File: config.mk
export PLATFORM = sky130hd
export DESIGN_NAME = map_ss_seq
export DESIGN_NICKNAME = d
export VERILOG_FILES = /design/src/rtl/map_ss_seq.sv
export SDC_FILE = /design/constraint.sdc
export NUM_CORES = 1
export LEC_CHECK = 0
export CORE_MARGIN = 2
export CORE_UTILIZATION = 40
export CTS_BUF_LIST = sky130_fd_sc_hd__clkbuf_16
export DETAILED_ROUTE_END_ITERATION = 10
export GPL_TIMING_DRIVEN = 0
export PLACE_DENSITY_LB_ADDON = 0.12
export SLEW_MARGIN = 40
export SYNTH_ARGS = -nofsm -noshare
export SYNTH_HDL_FRONTEND = slang
export SYNTH_SLANG_ARGS = --single-unit
export TNS_END_PERCENT = 30
File: constraint.sdc
create_clock -name clk -period 2.7 [get_ports clk]
set_input_delay 0.675 -clock clk [delete_from_list [all_inputs] [get_ports clk]]
set_output_delay 0.675 -clock clk [all_outputs]
set_load 0.1 [all_outputs]
File: src/rtl/map_ss_seq.sv
// Save-state sequencer: walks mapper state bytes 0..SS_LEN-1 out to state memory (save) or back in (load).
// Optional macro SS_CHKSUM_EN appends an 8-bit wrapping checksum access at mem_addr 9'h100.
module map_ss_seq #(
  parameter int SS_LEN    = 128,
  parameter int WE_HOLD   = 4,
  parameter int RD_SETTLE = 1
) (
  input  logic       clk,
  input  logic       rst,
  input  logic       save_req,
  input  logic       load_req,
  output logic       busy,
  output logic       done,
  output logic       ss_act,
  output logic       ss_we,
  output logic [7:0] ss_addr,
  output logic [7:0] ss_wdat,
  input  logic [7:0] ss_rdat,
  output logic [8:0] mem_addr,
  output logic [7:0] mem_wdat,
  output logic       mem_we,
  output logic       mem_re,
  input  logic [7:0] mem_rdat,
  input  logic       mem_ack,
  output logic       chk_err
);

  // Memory handshake: mem_we/mem_re is a held request with mem_addr/mem_wdat stable until the
  // one-cycle mem_ack; the request drops on the edge that samples mem_ack, mem_rdat valid with ack.
  typedef enum logic [3:0] {
    IDLE, S_SET, S_WR, L_REQ, L_WR, L_GAP, NEXT, S_CHK, L_CHK, DONE
  } state_t;

  localparam logic [7:0] LAST = 8'(SS_LEN - 1);

  state_t      state;
  logic        is_load;
  logic [7:0]  idx;
  logic [15:0] cnt;
  logic        accept;
  logic        settle_done;

  assign accept      = (state == IDLE) && (save_req || load_req);
  assign settle_done = (state == S_SET) && (cnt == 16'(RD_SETTLE - 1));

`ifdef SS_CHKSUM_EN
  logic [7:0] sum;

  always_ff @(posedge clk) begin
    if (rst) begin
      sum     <= 8'd0;
      chk_err <= 1'b0;
    end else if (accept) begin
      sum     <= 8'd0;
      chk_err <= 1'b0;
    end else if (settle_done) begin
      sum <= sum + ss_rdat;
    end else if (state == L_REQ && mem_ack) begin
      sum <= sum + mem_rdat;
    end else if (state == L_CHK && mem_ack) begin
      chk_err <= (mem_rdat != sum);
    end
  end
`else
  assign chk_err = 1'b0;
`endif

  always_ff @(posedge clk) begin
    if (rst) begin
      state    <= IDLE;
      is_load  <= 1'b0;
      idx      <= 8'd0;
      cnt      <= 16'd0;
      busy     <= 1'b0;
      done     <= 1'b0;
      ss_act   <= 1'b0;
      ss_we    <= 1'b0;
      ss_addr  <= 8'd0;
      ss_wdat  <= 8'd0;
      mem_addr <= 9'd0;
      mem_wdat <= 8'd0;
      mem_we   <= 1'b0;
      mem_re   <= 1'b0;
    end else begin
      done <= 1'b0;
      case (state)
        IDLE: begin
          if (accept) begin
            busy   <= 1'b1;
            ss_act <= 1'b1;
            idx    <= 8'd0;
            cnt    <= 16'd0;
            if (save_req) begin
              is_load <= 1'b0;
              ss_addr <= 8'd0;
              state   <= S_SET;
            end else begin
              is_load  <= 1'b1;
              mem_re   <= 1'b1;
              mem_addr <= 9'd0;
              state    <= L_REQ;
            end
          end
        end
        S_SET: begin
          if (settle_done) begin
            cnt      <= 16'd0;
            mem_wdat <= ss_rdat;
            mem_we   <= 1'b1;
            mem_addr <= {1'b0, idx};
            state    <= S_WR;
          end else begin
            cnt <= cnt + 16'd1;
          end
        end
        S_WR: begin
          if (mem_ack) begin
            mem_we <= 1'b0;
            state  <= NEXT;
          end
        end
        L_REQ: begin
          if (mem_ack) begin
            mem_re  <= 1'b0;
            ss_wdat <= mem_rdat;
            ss_addr <= idx;
            ss_we   <= 1'b1;
            cnt     <= 16'd0;
            state   <= L_WR;
          end
        end
        L_WR: begin
          if (cnt == 16'(WE_HOLD - 1)) begin
            ss_we <= 1'b0;
            state <= L_GAP;
          end else begin
            cnt <= cnt + 16'd1;
          end
        end
        L_GAP: state <= NEXT;
        NEXT: begin
          if (idx == LAST) begin
`ifdef SS_CHKSUM_EN
            mem_addr <= 9'h100;
            if (is_load) begin
              mem_re <= 1'b1;
              state  <= L_CHK;
            end else begin
              mem_we   <= 1'b1;
              mem_wdat <= sum;
              state    <= S_CHK;
            end
`else
            busy     <= 1'b0;
            ss_act   <= 1'b0;
            done     <= 1'b1;
            idx      <= 8'd0;
            mem_addr <= 9'd0;
            state    <= DONE;
`endif
          end else begin
            idx <= idx + 8'd1;
            cnt <= 16'd0;
            if (is_load) begin
              mem_re   <= 1'b1;
              mem_addr <= {1'b0, idx + 8'd1};
              state    <= L_REQ;
            end else begin
              ss_addr <= idx + 8'd1;
              state   <= S_SET;
            end
          end
        end
        S_CHK, L_CHK: begin
          if (mem_ack) begin
            mem_we   <= 1'b0;
            mem_re   <= 1'b0;
            busy     <= 1'b0;
            ss_act   <= 1'b0;
            done     <= 1'b1;
            idx      <= 8'd0;
            mem_addr <= 9'd0;
            state    <= DONE;
          end
        end
        DONE:    state <= IDLE;
        default: state <= IDLE;
      endcase
    end
  end

endmodule

==> flow_summary.toml <==
[hold_path]
hold_class = "reg2reg"

[sta]
relSlewSlack_pct = 58.9
hold_ws_ns = 0.450
setup_viol = 0
final_max_slew_viol_count = 0
skew_ns = 0.0121
finalCriticalPeriod_ns = 2.54
max_freq_ghz = 0.394
fin_crit_sh_pct = 94.1
rsz0062_at_grt = "false"
tightest_slew_ns = 0.617
setup-tns-final_ns = 0
layout_setup_ws_ns = 0.159
hold_violations = 0

[route]
vias = 3546
detail-route-antenna-nets = 0
wl_per_cell_um = 16.4
routed_wl_um = 10000
dr.pass1.iters = 5
vias_per_cell = 5.80
drtIter0Drc = 174
drcViolationCount = 0

[synthesis]
syn-cell-area_mm2 = 0.00364
syn_area_per_cell_um2 = 8.48
yosysWarnings = 0
synth-seq-area-share_pct = 36.3
syn_inst = 429
ys_ff_latch = 66
ys_async_sr_fraction_pct = 0
synth-edff-count = 0
synth-main-ff-cell = "dfxtp_1"
synth.distinct_cells = 76

[floorplanning]
die-height_um = 99.4
die-area_mm2 = 0.00988
die_w_um = 99.4
initial_core_util_pct = 41.5
num_rows = 34
core_area_mm2 = 0.00876
ioPinCount = 61

[final_layout]
areaGrowthSynthToFinish_pct = 23.0
final_cell_area_mm2 = 0.00448
multi_input_area_mm2 = 0.00204
drive_above_1_share_pct = 22.3
regArea_mm2 = 0.00132
antenna_cells = 0
final_core_util_pct = 51.1
final_cells = 611
nNetsFinal = 522
n_fill_cell = 864

[clocking]
tritoncts = "yes"
clkTransAtPathRegs_ns = 0.06
cts_max_path_buffers = 2
clock-sinks = 66
cts-root-buf = "clkbuf_16"
cts_htree_levels = 3
insertion_delay_ns = 0.33
postCtsHoldBufs = 0
cts_setup_buffers = 0
cts_resized = 0
cts_buffers = 9

[place]
placedCellCount = 595
dpl_cell_area_mm2 = 0.00416
pre_cts_ws_ns = -0.154
port_buffers = 57
place_congestion = 0.887
hpwl_um = 7390

[worst_setup_path]
critical_path_required_ns = 2.97
r2r_slack_ns = 0.19
start_kind = "primary input"
end_kind = "register"
crit_type = "in2reg"
arrival_ns = 2.81
crit_fanout = 10

[status]
status = "finished clean"

[run]
max-cap-violations = 0

[global_route]
grt_pass1_wl_um = 16700
grt_max_degree = 13
grt_antenna_before_repair = 0
grt_overflow = 0
grt_usage_pct = 21.0
grt_pass1_vias = 3334

[power_and_ir_drop]
power.total_mw = 5.39
peakVddDrop_v = 0.000465
powerDensity_mw_per_mm2 = 1200
leakage_nw = 1.62
worst max-delay path: stages:
cell and delay [ns]:
clkdlybuf4s50_1 0.67, o32ai_4 0.20, or3_4 0.47, buf_6 0.17, or4_1 0.49, a21oi_2 0.14
power by group:
group	internal (mW)	leakage [nW]	total (mW)	switching (mW)
Combinational	0.749	0.931	2.87	2.12
Sequential	1.16	0.537	1.27	0.108
Clock	0.806	0.155	1.25	0.447
layout make-up:
cell class	count	share of cell area, %
plain buffers	40	5.23
clock buffers	9	5.03
inverters	12	1.01
repair buffers	57	8.50
well taps	108	3.02
flip-flops and latches	66	29.5
clock inverters	7	2.07
multi-input cells	312	45.6
cells in the mapped netlist, types with 5 or more instances:
master,instances,area [um^2]
a21oi_1,54,270
a311oi_1,8,70.1
and3_1,7,43.8
nor4_1,5,31.3
nand2_1,37,139
nor2_1,21,78.8
buf_6,6,67.6
clkbuf_1,15,56.3
nand3_1,25,125
o21ai_0,11,55.1
buf_2,9,45.0
buf_4,7,52.6
o31ai_1,8,60.1
a21oi_2,8,70.1
nand4_1,14,87.6
a211oi_1,11,82.6
or3_1,7,43.8
or4_1,7,52.6
dfxtp_1,66,1320
inv_1,12,45.0
cell usage in the layout (no fill, tap or decap), drive strengths merged, types with 7 or more instances in the layout:
master         netlist  layout
a211oi              11      11
a21oi               62      62
a311oi               9       9
and3                 7       7
buf                 24      62
clkbuf              16      25
clkdlybuf4s50        0      19
dfxtp               66      66
inv                 12      14
nand2               37      37
nand3               26      26
nand4               14      14
nor2                24      24
nor4                 9       9
o21ai               14      14
o31ai                8       8
or3                  8       8
or4                 11      11
cell families after synthesis:
logic type,count (synthesis),synth area share [%]
flops,66,36.3
fa+ha+maj,3,1.03
compound gates,132,25.0
xor+xnor,6,1.44
simple gates,169,28.4
other cells,1,0.103
buf+inv,52,7.67
registers in the layout, summed over array words and instances (netlist names), 4 cells and up:
| register | cells |
|---|---|
| cnt | 16 |
| state | 4 |
| idx | 8 |
| ss_addr | 8 |
| ss_wdat | 8 |
| mem_addr | 8 |
| mem_wdat | 8 |
metal layers:
metal	wire length, um	part of all wire (%)	up-vias	track usage [%]
li1	-	-	1746	-
met3	618	6.2	9	5.27
met1	4590	46	1686	27.6
met5	0	0	-	0
met2	4740	47	105	34.6
met4	86	0.86	0	5.69
final timing paths:
path	start	end	cells past startpoint
hold reg to reg	ss_wdat[0]	ss_wdat[0]	2
setup reg to reg	idx[0]	cnt[12]	8
hold / removal	ss_wdat[0]	ss_wdat[0]	2
setup / recovery	mem_ack	cnt[2]	6
Note: power is estimated with default switching activity, not from simulation.
